$ cat src/rtl/ram_access_ctrl.sv
// ram_access_ctrl
// Bus-master front end for a 256x16 RAM with registered inputs. Converts
// single or burst read/write requests into RAM DATA/ADDRESS/WREN signals and
// returns read data from Q in request order.
//
// Ports:
//   CLK, RST_N             clock (rising edge), asynchronous active-low reset
//   REQ_VALID/REQ_READY    request handshake; READY only while idle
//   REQ_WRITE              1 = write burst, 0 = read burst
//   REQ_ADDR, REQ_LEN      start address, beats minus one
//   WD_VALID/WD_READY      write-beat handshake; READY only during a write burst
//   WD_DATA                write data
//   RD_VALID, RD_DATA      read data strobe and word (no backpressure)
//   BUSY                   controller not idle
//   DONE                   one-cycle pulse at burst completion
//   MEM_DATA, MEM_ADDRESS, MEM_WREN, MEM_Q   RAM interface
module ram_access_ctrl #(
    parameter int WIDTH = 16,
    parameter int ADDR  = 8
) (
    input  logic             CLK,
    input  logic             RST_N,
    input  logic             REQ_VALID,
    output logic             REQ_READY,
    input  logic             REQ_WRITE,
    input  logic [ADDR-1:0]  REQ_ADDR,
    input  logic [ADDR-1:0]  REQ_LEN,
    input  logic             WD_VALID,
    output logic             WD_READY,
    input  logic [WIDTH-1:0] WD_DATA,
    output logic             RD_VALID,
    output logic [WIDTH-1:0] RD_DATA,
    output logic             BUSY,
    output logic             DONE,
    output logic [WIDTH-1:0] MEM_DATA,
    output logic [ADDR-1:0]  MEM_ADDRESS,
    output logic             MEM_WREN,
    input  logic [WIDTH-1:0] MEM_Q
);

    typedef enum logic [1:0] {IDLE, WRITE, READ, DRAIN} state_t;

    state_t          state;
    state_t          state_next;
    logic [ADDR-1:0] addr;
    logic [ADDR-1:0] cnt;
    logic            vld_p1;
    logic            vld_p2;
    logic            write_beat;
    logic            last_count;
    logic            drain_done;

    assign REQ_READY  = (state == IDLE);
    assign WD_READY   = (state == WRITE);
    assign BUSY       = (state != IDLE);

    assign write_beat = (state == WRITE) && WD_VALID;
    assign last_count = (cnt == '0);
    // The last read word has been presented once both pipeline slots are empty
    // and RD_VALID is still high from the previous edge.
    assign drain_done = (state == DRAIN) && !vld_p1 && !vld_p2 && RD_VALID;

    always_comb begin
        state_next = state;
        case (state)
            IDLE:    if (REQ_VALID) state_next = REQ_WRITE ? WRITE : READ;
            WRITE:   if (WD_VALID && last_count) state_next = IDLE;
            READ:    if (last_count) state_next = DRAIN;
            DRAIN:   if (drain_done) state_next = IDLE;
            default: state_next = IDLE;
        endcase
    end

    // Burst address/count: data-only registers, always loaded before use.
    always_ff @(posedge CLK) begin
        case (state)
            IDLE: begin
                if (REQ_VALID) begin
                    addr <= REQ_ADDR;
                    cnt  <= REQ_LEN;
                end
            end
            WRITE: begin
                if (WD_VALID) begin
                    addr <= addr + ADDR'(1);
                    cnt  <= cnt - ADDR'(1);
                end
            end
            READ: begin
                addr <= addr + ADDR'(1);
                cnt  <= cnt - ADDR'(1);
            end
            default: ;
        endcase
    end

    always_ff @(posedge CLK or negedge RST_N) begin
        if (!RST_N) begin
            state       <= IDLE;
            DONE        <= 1'b0;
            MEM_WREN    <= 1'b0;
            MEM_ADDRESS <= '0;
            MEM_DATA    <= '0;
            vld_p1      <= 1'b0;
            vld_p2      <= 1'b0;
            RD_VALID    <= 1'b0;
            RD_DATA     <= '0;
        end else begin
            state    <= state_next;
            DONE     <= (write_beat && last_count) || drain_done;

            // Stage p0: drive the RAM inputs (captured by the RAM next edge).
            MEM_WREN <= write_beat;
            if (write_beat) begin
                MEM_ADDRESS <= addr;
                MEM_DATA    <= WD_DATA;
            end else if (state == READ) begin
                MEM_ADDRESS <= addr;
            end
            vld_p1   <= (state == READ);

            // Stage p1: RAM has captured the address; Q valid after this edge.
            vld_p2   <= vld_p1;

            // Stage p2: register Q; data holds while no word is returning.
            RD_VALID <= vld_p2;
            if (vld_p2) RD_DATA <= MEM_Q;
        end
    end

endmodule

$ cat config.mk
export PLATFORM = sky130hd
export DESIGN_NAME = ram_access_ctrl
export DESIGN_NICKNAME = d
export VERILOG_FILES = /design/src/rtl/ram_access_ctrl.sv
export SDC_FILE = /design/constraint.sdc
export NUM_CORES = 1
export LEC_CHECK = 0
export CAP_MARGIN = 40
export CORE_MARGIN = 3
export CORE_UTILIZATION = 50
export CTS_BUF_LIST = sky130_fd_sc_hd__clkbuf_2 sky130_fd_sc_hd__clkbuf_4 sky130_fd_sc_hd__clkbuf_8
export DETAILED_ROUTE_END_ITERATION = 16
export PLACE_DENSITY = 0.91
export RECOVER_POWER = 25
export SYNTH_ARGS = -nofsm -noshare
export SYNTH_HDL_FRONTEND = slang
export SYNTH_SLANG_ARGS = --single-unit
$ cat constraint.sdc
create_clock -name CLK -period 5.6 [get_ports CLK]
set_input_delay 0.84 -clock CLK [delete_from_list [all_inputs] [get_ports CLK]]
set_output_delay 0.84 -clock CLK [all_outputs]
set_load 0.1 [all_outputs]
---- Word level (Yosys, flattened, before mapping) ----
Index checks and enable logic that the tools add are counted.
word-level totals
  flip-flop bits (word level) ............. 63
  input port bits ......................... 53
  output and inout bits ................... 46
  logic and storage cells ................. 51
operators by class
  add/sub/neg operators ................... 2
  equality and inequality tests ........... 8
  muxes and demuxes ....................... 14
  reduce and logical (&&, ||, !) cells .... 16
operators with widths
  kind                                                 number
  2-to-1 mux 8 bit                                     6
  one-hot mux 8 bit (3 select lines)                   2
  2-to-1 mux 2 bit                                     5
  adder 8 x 1 -> 8 bit, second input constant          1
  logical NOT 8 bit                                    1
  != test 2 bit, second input constant                 4
  one-hot mux 2 bit (4 select lines)                   1
  subtractor 8 x 1 -> 8 bit, second input constant     1
  logical AND 1 bit                                    6
  equality test 2 bit, second input constant           2
  AND reduction 4 bit                                  1
  nonzero test 2 bit                                   2
  AND reduction 3 bit                                  1
  nonzero test 3 bit                                   1
  equality test 2 x 1 -> 1 bit, second input constant  1
  logical NOT 1 bit                                    2
  logical NOT 2 bit                                    1
  != test 2 x 1 -> 1 bit, second input constant        1
  logical OR 1 bit                                     1

---- Depth between registers and ports, before layout ----
Gate-level depths: netlist of run 1.
  depth after elaboration ................. 6
  depth in mapped cells ................... 6
  gate-level depth less buffers ........... 6

---- Least setup slack after synthesis of run 1 ----
Ideal clock, no wire load.
  path kind ............................... register to register
  from .................................... register state[0]
  to ...................................... register addr[0] (enable)
  library setup time ...................... 0.417 ns
  arrival time ............................ 2.552 ns
  required time ........................... 5.183 ns
  slack ................................... 2.632 ns
  cell stages (with the launch flop) ...... 4
  path buffers ............................ 0
  clock period less this slack ............ 2.968 ns
  path through ............................ dfrtp_1 > inv_1 > ha_1 > a221oi_1
on the way
  word-level cells in the longest chain between the ends .. 3
  elaborated cells between the ends (all ways) .. 7
  classes of those cells .................. eq/ne: 4; reduce/logical: 3
RTL lines
  element                                                               RTL line  RTL
  start: declaration                                                    43        state_t state;
  start signal: assignment                                              109       state <= state_next;
  logical NOT 2 bit (*)                                                 n/a
  via REQ_READY                                                         24        output logic REQ_READY,
  != test 2 bit (no line) / nonzero test 3 bit (equally long branches)  n/a
  AND reduction 3 bit (no line) (*)                                     n/a
  end signal: assignment                                                85        addr <= addr + ADDR'(1);
  end signal: assignment                                                90        addr <= addr + ADDR'(1);
  end: declaration                                                      45        logic [ADDR-1:0] addr;
The timed path passes the listed nets; every way through them passes the cells marked *.
A chain may end at the register's enable or synchronous reset.

---- Final worst setup path of run 1 ----
  from .................................... register state[1]
  to ...................................... output port BUSY
on the way
  word-level cells in the longest chain between the ends .. 1
RTL lines
  element             RTL line  RTL
  nonzero test 2 bit  55        assign BUSY = (state != IDLE);
  end: declaration    33        output logic BUSY,
No other way between the ends.

==> results of run 1 <==
-- metrics by stage --
step	hold slack, ps	cell area, sq um	power [W]	utilization (%)	std cells
4_1_cts	391	4790	0.000982	92.1	424
5_1_grt	418	4770	0.00100	91.7	424
6_report	407	4770	0.000978	91.7	424
2_1_floorplan	347	2730	0.000485	-	198
3_5_place_dp	363	4570	0.000532	87.7	408
3_3_place_gp	350	3780	0.000528	72.6	361
-- area by class of cell --
type | count | area [sq um]
multi-input combinational | 118 | 1010
clock buffer | 11 | 145
inverter | 11 | 41.3
fill | 170 | 430
timing repair buffer | 146 | 1750
clock inverter | 5 | 81.3
tap | 70 | 87.6
sequential | 63 | 1660
-- sequential cells by signal, summed over array words and instances, names as in the netlist --
register and count:
DONE 1, MEM_ADDRESS 8, MEM_DATA 16, MEM_WREN 1, RD_DATA 16, RD_VALID 1
addr 8, cnt 8, state 2, vld_p1 1, vld_p2 1
-- power by group through the flow --
stage	sequential, W	clock [W]	combinational (W)
floorplan	0.000480	0	0.00000528
global placement	0.000480	0	0.0000476
detailed placement	0.000480	0	0.0000523
CTS	0.000471	0.000457	0.0000541
global route	0.000471	0.000476	0.0000558
finish	0.000471	0.000455	0.0000519
-- placed cells by master (no fill, tap or decap) --
master                            count
sky130_fd_sc_hd__dfrtp_1             47
sky130_fd_sc_hd__a221oi_2             1
sky130_fd_sc_hd__a222oi_1             1
sky130_fd_sc_hd__xnor2_1              6
sky130_fd_sc_hd__clkbuf_1             2
sky130_fd_sc_hd__buf_16               6
sky130_fd_sc_hd__a21oi_1             11
sky130_fd_sc_hd__clkbuf_8            10
sky130_fd_sc_hd__nor2_1              15
sky130_fd_sc_hd__and3_1               2
sky130_fd_sc_hd__a21bo_2              1
sky130_fd_sc_hd__nor4_1               2
sky130_fd_sc_hd__buf_8               40
sky130_fd_sc_hd__clkinv_2             1
sky130_fd_sc_hd__a31oi_1              1
sky130_fd_sc_hd__mux2_2              42
sky130_fd_sc_hd__clkbuf_4             1
sky130_fd_sc_hd__clkinvlp_4           1
sky130_fd_sc_hd__ha_1                 9
sky130_fd_sc_hd__edfxtp_1            16
sky130_fd_sc_hd__or4b_1               1
sky130_fd_sc_hd__o21ai_0              2
sky130_fd_sc_hd__inv_1               11
sky130_fd_sc_hd__nand3_1              4
sky130_fd_sc_hd__clkdlybuf4s50_1     97
sky130_fd_sc_hd__or4_1                1
sky130_fd_sc_hd__nand2_1              5
sky130_fd_sc_hd__buf_4                1
sky130_fd_sc_hd__or4bb_1              1
sky130_fd_sc_hd__xor2_1               5
sky130_fd_sc_hd__or2_2                1
sky130_fd_sc_hd__mux2_4               2
sky130_fd_sc_hd__nor3_1               1
sky130_fd_sc_hd__mux2i_1              2
sky130_fd_sc_hd__nand2b_1             2
sky130_fd_sc_hd__clkinv_4             1
sky130_fd_sc_hd__bufinv_16            2
-- critical path: cells and delay by family (launching register included) --
family,cells,cell delay (ps)
adder cells (fa/ha/maj),1,280
flip-flops,1,480
buffers and inverters,4,940
-- routing by layer --
layer / share of wire (%) / vias up / track usage, %
met5: 0 / - / 0
met4: 6.4 / 0 / 22.0
met3: 6.1 / 48 / 7.22
met2: 53 / 127 / 60.6
met1: 35 / 1097 / 34.3
li1: - / 1006 / -
-- logic make-up (layout without fill, tap and decap cells) --
kind of cell,after synthesis,after routing,synth area share (%)
xor gates and xnor gates,11,11,3.54
buffers and inverters,17,173,2.34
adders and majority gates,9,9,4.13
muxes,46,46,19.2
and+or+nand+nor,35,35,6.34
DFF,63,63,60.8
AOI/OAI and AO/OA,17,17,3.67
-- path summary, 6_finish.rpt --
| check | from | endpoint | slack, ps | depth (start not counted) |
|---|---|---|---|---|
| setup / recovery | state[1] | BUSY | 2710 | 5 |
| hold / removal | vld_p1 | vld_p2 | 410 | 0 |
| setup reg to reg | state[1] | MEM_ADDRESS[7] | 2780 | 6 |
| hold reg to reg | vld_p1 | vld_p2 | 410 | 0 |
| max in group asynchronous | RST_N | RD_DATA[2] | 2880 | 2 |
| min in group asynchronous | RST_N | MEM_DATA[12] | 540 | 1 |
==> results_tabular.tex, run 1 <==
\begin{tabular}{lr}
\hline
Metric & Value \\
\hline
\multicolumn{2}{l}{\textbf{Run status}} \\
Outcome & complete, but fails checks \\
Violations in the final reports & capacitance limit, slew limit \\
\multicolumn{2}{l}{\textbf{Critical path}} \\
Most numerous cell on the critical path & sky130\_fd\_sc\_hd\_\_inv\_1 \\
Cell chain of the critical path & inv\_1 > ha\_1 > inv\_1 > clkdlybuf4s50\_1 > buf\_8 \\
Crit path launch type & flop \\
Max Fanout on Critical Path & 5 \\
Stage delay of the slowest cell on the critical path & approximately 510 ps \\
Kind of critical path & reg -> out \\
Worst Path Required & approximately 4800 ps \\
Crit path arrival time & roughly 2000 ps \\
Slowest library cell on the worst path & sky130\_fd\_sc\_hd\_\_clkdlybuf4s50\_1 \\
Critical path endpoint category & primary output \\
\multicolumn{2}{l}{\textbf{Logic synthesis}} \\
Most repeated cell in the gate-level netlist after synthesis & sky130\_fd\_sc\_hd\_\_dfrtp\_1 \\
Largest area contributor in the netlist & sky130\_fd\_sc\_hd\_\_dfrtp\_1 \\
Prevailing post-synth register cell & sky130\_fd\_sc\_hd\_\_dfrtp\_1 \\
Most used standard cells in the synthesized netlist & sky130\_fd\_sc\_hd\_\_dfrtp\_1 (47), sky130\_fd\_sc\_hd\_\_mux2\_2 (42), sky130\_fd\_sc\_hd\_\_edfxtp\_1 (16), sky130\_fd\_sc\_hd\_\_nor2\_1 (15) \\
Cell area after synthesis & around 2700 sq um \\
Fraction of registers with async set/reset & 74.6\% \\
Synth cell types & 27 \\
Number of instances in the synthesized netlist & $\sim$200 \\
Count of flip-flops with a built-in enable after synthesis & 16 \\
Average cell area after synthesis & between 10 and 15 sq um \\
Share of the synthesized area in the top cell type & 43.2\% \\
Most area-consuming cells after synthesis & sky130\_fd\_sc\_hd\_\_dfrtp\_1 (43\%), sky130\_fd\_sc\_hd\_\_edfxtp\_1 (18\%), sky130\_fd\_sc\_hd\_\_mux2\_2 (17\%), sky130\_fd\_sc\_hd\_\_ha\_1 (4.1\%), sky130\_fd\_sc\_hd\_\_nor2\_1 (2.1\%) \\
Total of flip-flops plus latches after synthesis & 63 \\
Share of the yosys chip area belonging to registers & 60.8\% \\
Synthesis warning total & 0 \\
Synthesized net count & between 200 and 300 \\
\multicolumn{2}{l}{\textbf{Placement}} \\
Hpwl dp & around 6200 um \\
PortBufs & approximately 100 \\
Routability cong. & 0.816 \\
Setup WS pre-CTS & between 2000 and 3000 ps \\
\multicolumn{2}{l}{\textbf{Routing}} \\
Number of routed nets with antenna violations & 0 \\
Number of vias in the routed layout & roughly 2300 \\
Iteration count of the initial detailed-routing pass & 4 \\
Initial drt markers & approximately 150 \\
Number of remaining DRC errors & 0 \\
Total wirelength of the detailed-routed design & $\sim$9900 um \\
Number of vias per cell & 5.37 \\
Routed length per placed instance & 23.3 um \\
\multicolumn{2}{l}{\textbf{Power and ir drop}} \\
Combinational group share of total power & about 5.3\% \\
Total net switching power & about 0.00020 W \\
Clock power share & between 40 and 50\% \\
Power share of the sequential group & 48.2\% \\
Internal power summed over all cells & about 0.00077 W \\
Leakage & $\sim$2.2 nW \\
Power density over cell area & around 200 nW/um\^{}2 \\
Switching part of the total power & 21.0\% \\
Peak supply drop & $\sim$0.19 mV \\
\multicolumn{2}{l}{\textbf{Global routing}} \\
Initial antenna violation count & 0 \\
First-pass GRT wire length & 15000 um \\
Vias in the first global route & approximately 2600 \\
Pin count of the biggest net entering global routing & 36 \\
Final global-route overflow total & 0 \\
Global Route Usage Sum & 33.4\% \\
\multicolumn{2}{l}{\textbf{Timing}} \\
Final hold violations & 0 \\
Post-route clock period utilization & 51.5\% \\
Least-Margin Pin Slew & around 1900 ps \\
Number of failing setup endpoints in the final timing report & 0 \\
Worst-case clock skew & $\sim$7.7 ps \\
Unrepaired setup endpoints after global routing & false \\
Least setup slack across all paths after layout & 2710 ps \\
Highest clock rate & 346 MHz \\
Final setup TNS & 0 ps \\
Worst max-slew margin expressed relative to the limit & -24.4\% \\
Number of max-slew violations in the final report & 36 \\
Final critical path time including I/O delays and setup & around 2900 ps \\
\multicolumn{2}{l}{\textbf{Clock tree}} \\
TritonCTS buffer count & 9 \\
Clock transition at the registers of the reported paths & approximately 70 ps \\
Longest Clk Path Bufs & 2 \\
Number of hold buffers added after cts & 0 \\
Clock latency on the worst-skew pair & between 300 and 400 ps \\
Post-cts sizing count & 0 \\
Clock tree from TritonCTS & yes \\
Post-CTS repair timing setup buffer count & 0 \\
Htree depth & 3 \\
Clock tree root driver cell & sky130\_fd\_sc\_hd\_\_clkbuf\_8 \\
Sink count of the clock tree & 63 \\
\multicolumn{2}{l}{\textbf{Finish}} \\
Fraction of final layout cells with drive strength greater than 1 & a little under a third \\
Final layout net count & 411 \\
Syn-to-layout area delta & 75.2\% \\
Antenna cells & 0 \\
\multicolumn{2}{l}{\textbf{Floorplanning}} \\
Floorplan die height & between 70 and 80 um \\
Starting density of the core & a little over half \\
Count of pins on the block boundary & roughly 100 \\
Die Area & 6370 sq um \\
Die Wd & approximately 80 um \\
Core ar. & 5200 sq um \\
Row Count & 26 \\
\multicolumn{2}{l}{\textbf{Min path}} \\
HP Class & reg -> reg \\
\multicolumn{2}{l}{\textbf{Flow run}} \\
Maximum capacitance violations & 1 \\
\hline
\end{tabular}
Note: power is estimated with default switching activity, not from simulation.
==> run 2, diff against run 1 <==
- CORE_UTILIZATION: 50 -> 42
- PLACE_DENSITY: 0.91 -> 0.82
- clock period: 5.6 -> 2.6 ns (I/O delays scaled with it)
==> run 2 against run 1 <==
Effect of this change:
- the flow now finishes without violations
- critical path depth is 1 lower
- combinational power is 110% higher
- worst hold slack worse by 37 ps
- cell count is 8.7% lower
- clock-buffer cell count is 2 higher
- critical endpoint is now state[1]
- die area is 18% higher
- largest cell class is now registers
- via count is 17% lower
- sequential share of layout area is 7.1 points higher
- sequential power is 110% higher
- total power is 110% higher
- largest power group unchanged
- clock skew is 1.6 ps higher
- first-iteration DRC count is 74% lower
==> results_tabular.tex, run 2 (synthesis gave the netlist of run 1 again) <==
\begin{tabular}{lr}
\hline
Metric & Value \\
\hline
\multicolumn{2}{l}{\textbf{Run status}} \\
Outcome & complete, no violations \\
\multicolumn{2}{l}{\textbf{Timing}} \\
Least setup slack across all paths after layout & 429 ps (-2290 ps) \\
Worst-case clock skew & 9.36 ps (+1.61 ps) \\
Worst max-slew margin expressed relative to the limit & 3.57\% (+28 points) \\
Least-Margin Pin Slew & 1450 ps (-420 ps) \\
Unrepaired setup endpoints after global routing & false \\
Highest clock rate & 461 MHz \\
Number of failing setup endpoints in the final timing report & 0 (unchanged) \\
Number of max-slew violations in the final report & 0 (-100\%) \\
Worst hold slack after final layout & 371 ps (-36.6 ps) \\
Final critical path time including I/O delays and setup & 2170 ps \\
Final setup TNS & 0 ps (unchanged) \\
Final hold violations & 0 (unchanged) \\
Post-route clock period utilization & 83.5\% \\
\multicolumn{2}{l}{\textbf{Finish}} \\
Final layout net count & 369 (-10\%) \\
Most used cells in the layout excluding fill and tap cells & sky130\_fd\_sc\_hd\_\_clkdlybuf4s50\_1 (51), sky130\_fd\_sc\_hd\_\_buf\_4 (51), sky130\_fd\_sc\_hd\_\_dfrtp\_1 (47) \\
Antenna cells & 0 (unchanged) \\
Fraction of final layout cells with drive strength greater than 1 & 36.9\% (+5.8 points) \\
Largest registers ranked by flip-flop count & MEM\_DATA (16), RD\_DATA (16) \\
Syn-to-layout area delta & 45.3\% \\
\multicolumn{2}{l}{\textbf{Floorplanning}} \\
Row Count & 28 (+7.7\%) \\
Floorplan die height & 86.6 um (+8.4\%) \\
Core ar. & 6100 sq um (+17\%) \\
Count of pins on the block boundary & 99 (unchanged) \\
Starting density of the core & 44.7\% (-7.7 points) \\
Die Wd & 86.6 um (+8.4\%) \\
Die Area & 7490 sq um (+18\%) \\
\multicolumn{2}{l}{\textbf{Critical path}} \\
Reg2reg start & cnt[4] \\
Crit path arrival time & 2380 ps (+330 ps) \\
Worst Path Required & 2810 ps (-1950 ps) \\
Slowest library cell on the worst path & sky130\_fd\_sc\_hd\_\_or4\_1 \\
Kind of critical path & reg -> reg \\
Critical register-to-register path endpoint & state[1] \\
Crit path launch type & flop \\
Number of cells on the worst reg-to-reg path & 4 (-2) \\
Stage delay of the slowest cell on the critical path & 570 ps (+60 ps) \\
Internal reg-to-reg setup slack & 430 ps (-2350 ps) \\
Max Fanout on Critical Path & 4 (-1) \\
Cell chain of the critical path & or4\_1 > or4b\_1 > a21bo\_2 > mux2\_4 \\
Critical path endpoint category & flop \\
\multicolumn{2}{l}{\textbf{Routing}} \\
Iteration count of the initial detailed-routing pass & 6 (+2) \\
Number of vias in the routed layout & 1889 (-17\%) \\
Initial drt markers & 40 (-74\%) \\
Routed length per placed instance & 14.8 um (-37\%) \\
Number of vias per cell & 4.88 (-9.1\%) \\
Total wirelength of the detailed-routed design & 5720 um (-42\%) \\
Number of routed nets with antenna violations & 0 (unchanged) \\
Number of remaining DRC errors & 0 (unchanged) \\
\multicolumn{2}{l}{\textbf{Power and ir drop}} \\
Power density over cell area & 528 nW/um\^{}2 (+160\%) \\
Peak supply drop & 0.316 mV (+66\%) \\
Clock power share & 46.2\% (-0.3 points) \\
Internal power summed over all cells & 0.00170 W (+120\%) \\
Power after layout & 0.00209 W (+110\%) \\
Combinational group share of total power & 5.2\% (about the same) \\
Total net switching power & 0.000386 W (+89\%) \\
Switching part of the total power & 18.5\% (-2.5 points) \\
Power share of the sequential group & 48.5\% (+0.3 points) \\
Leakage & 1.93 nW (-10\%) \\
\multicolumn{2}{l}{\textbf{Min path}} \\
HP Class & reg -> reg \\
Launch instance of the worst min-delay path & vld\_p1 \\
Worst Hold Path EP & vld\_p2 \\
Hold path depth & 0 (unchanged) \\
\multicolumn{2}{l}{\textbf{Global routing}} \\
Vias in the first global route & 1989 (-23\%) \\
First-pass GRT wire length & 9280 um (-38\%) \\
Global Route Usage Sum & 16.1\% (-17 points) \\
Pin count of the biggest net entering global routing & 27 (-25\%) \\
Initial antenna violation count & 0 (unchanged) \\
Final global-route overflow total & 0 (unchanged) \\
\multicolumn{2}{l}{\textbf{Flow run}} \\
Maximum capacitance violations & 0 (-1) \\
\multicolumn{2}{l}{\textbf{Clock tree}} \\
Htree depth & 3 (unchanged) \\
TritonCTS buffer count & 9 (unchanged) \\
Clock tree root driver cell & sky130\_fd\_sc\_hd\_\_clkbuf\_8 \\
Clock transition at the registers of the reported paths & 70 ps (about the same) \\
Clock tree from TritonCTS & yes \\
Post-cts sizing count & 0 (unchanged) \\
Longest Clk Path Bufs & 2 (unchanged) \\
Number of hold buffers added after cts & 0 (unchanged) \\
Post-CTS repair timing setup buffer count & 0 (unchanged) \\
Clock latency on the worst-skew pair & 330 ps (-20 ps) \\
Sink count of the clock tree & 63 (unchanged) \\
\multicolumn{2}{l}{\textbf{Placement}} \\
Hpwl dp & 4290 um (-31\%) \\
PortBufs & 98 (unchanged) \\
Routability cong. & 0.738 (-9.5\%) \\
Setup WS pre-CTS & 435 ps (-2110 ps) \\
\hline
\end{tabular}
==> run 2: changes by cell type in the layout (fill, tap and decap cells not counted) <==
| cell | change |
|---|---|
| sky130_fd_sc_hd__buf_16 | -5 |
| sky130_fd_sc_hd__buf_4 | +50 |
| sky130_fd_sc_hd__buf_8 | -40 |
| sky130_fd_sc_hd__clkbuf_1 | -1 |
| sky130_fd_sc_hd__clkbuf_4 | +1 |
| sky130_fd_sc_hd__clkbuf_8 | +1 |
| sky130_fd_sc_hd__clkdlybuf4s50_1 | -46 |
| sky130_fd_sc_hd__clkinv_4 | -1 |
| sky130_fd_sc_hd__clkinvlp_4 | -1 |
==> run 2: metal layers <==
metal / vias up / track usage (%) / wire length (um)
li1: 913 / - / -
met1: 897 / 18.9 / 2420
met2: 73 / 27.6 / 2770
met3: 6 / 4.18 / 464
met4: 0 / 7.22 / 55
met5: - / 0 / 0
==> run 2: power groups by stage <==
stage / Sequential [W] / Combinational (W) / Clock, W
floorplan: 0.00103 / 0.0000117 / 0
global placement: 0.00103 / 0.000104 / 0
detailed placement: 0.00103 / 0.000111 / 0
CTS: 0.00101 / 0.000112 / 0.000994
global route: 0.00101 / 0.000120 / 0.00104
finish: 0.00101 / 0.000110 / 0.000967
==> run 2: per-stage QoR <==
| stage | instance area [sq um] | util [%] | std cells |
|---|---|---|---|
| 2_1_floorplan | 2730 | - | 198 |
| 3_5_place_dp | 3730 | 61.2 | 371 |
| 6_report | 3960 | 64.9 | 387 |
| 5_1_grt | 3960 | 64.9 | 387 |
| 4_1_cts | 3960 | 65.0 | 387 |
| 3_3_place_gp | 3700 | 60.7 | 370 |
==> run 2: final cells by class <==
cell class,count,area [sq um]
Tap cell,75,93.8
Clock buffer,13,166
Multi-Input combinational cell,118,1010
Clock inverter,3,65.1
Sequential cell,63,1660
Inverter,11,41.3
Fill cell,466,2140
Timing Repair Buffer,104,925
==> run 2: worst max path at each step <==
stage / start / endpoint / slack [ps]
after floorplan: state[1] / MEM_DATA[10] / 100
after global placement: cnt[4] / state[0] / 480
after detailed placement: cnt[4] / state[0] / 440
after CTS: cnt[4] / state[1] / 420
after global routing: cnt[4] / state[1] / 390
final: cnt[4] / state[1] / 430
==> run 2: critical path, delay by kind of cell, from the launching register on <==
family / cells / cell delay [ps]
flip-flops: 1 / 440
AO/OA/AOI/OAI: 1 / 240
multiplexers: 1 / 300
AND/OR/NAND/NOR: 2 / 1080
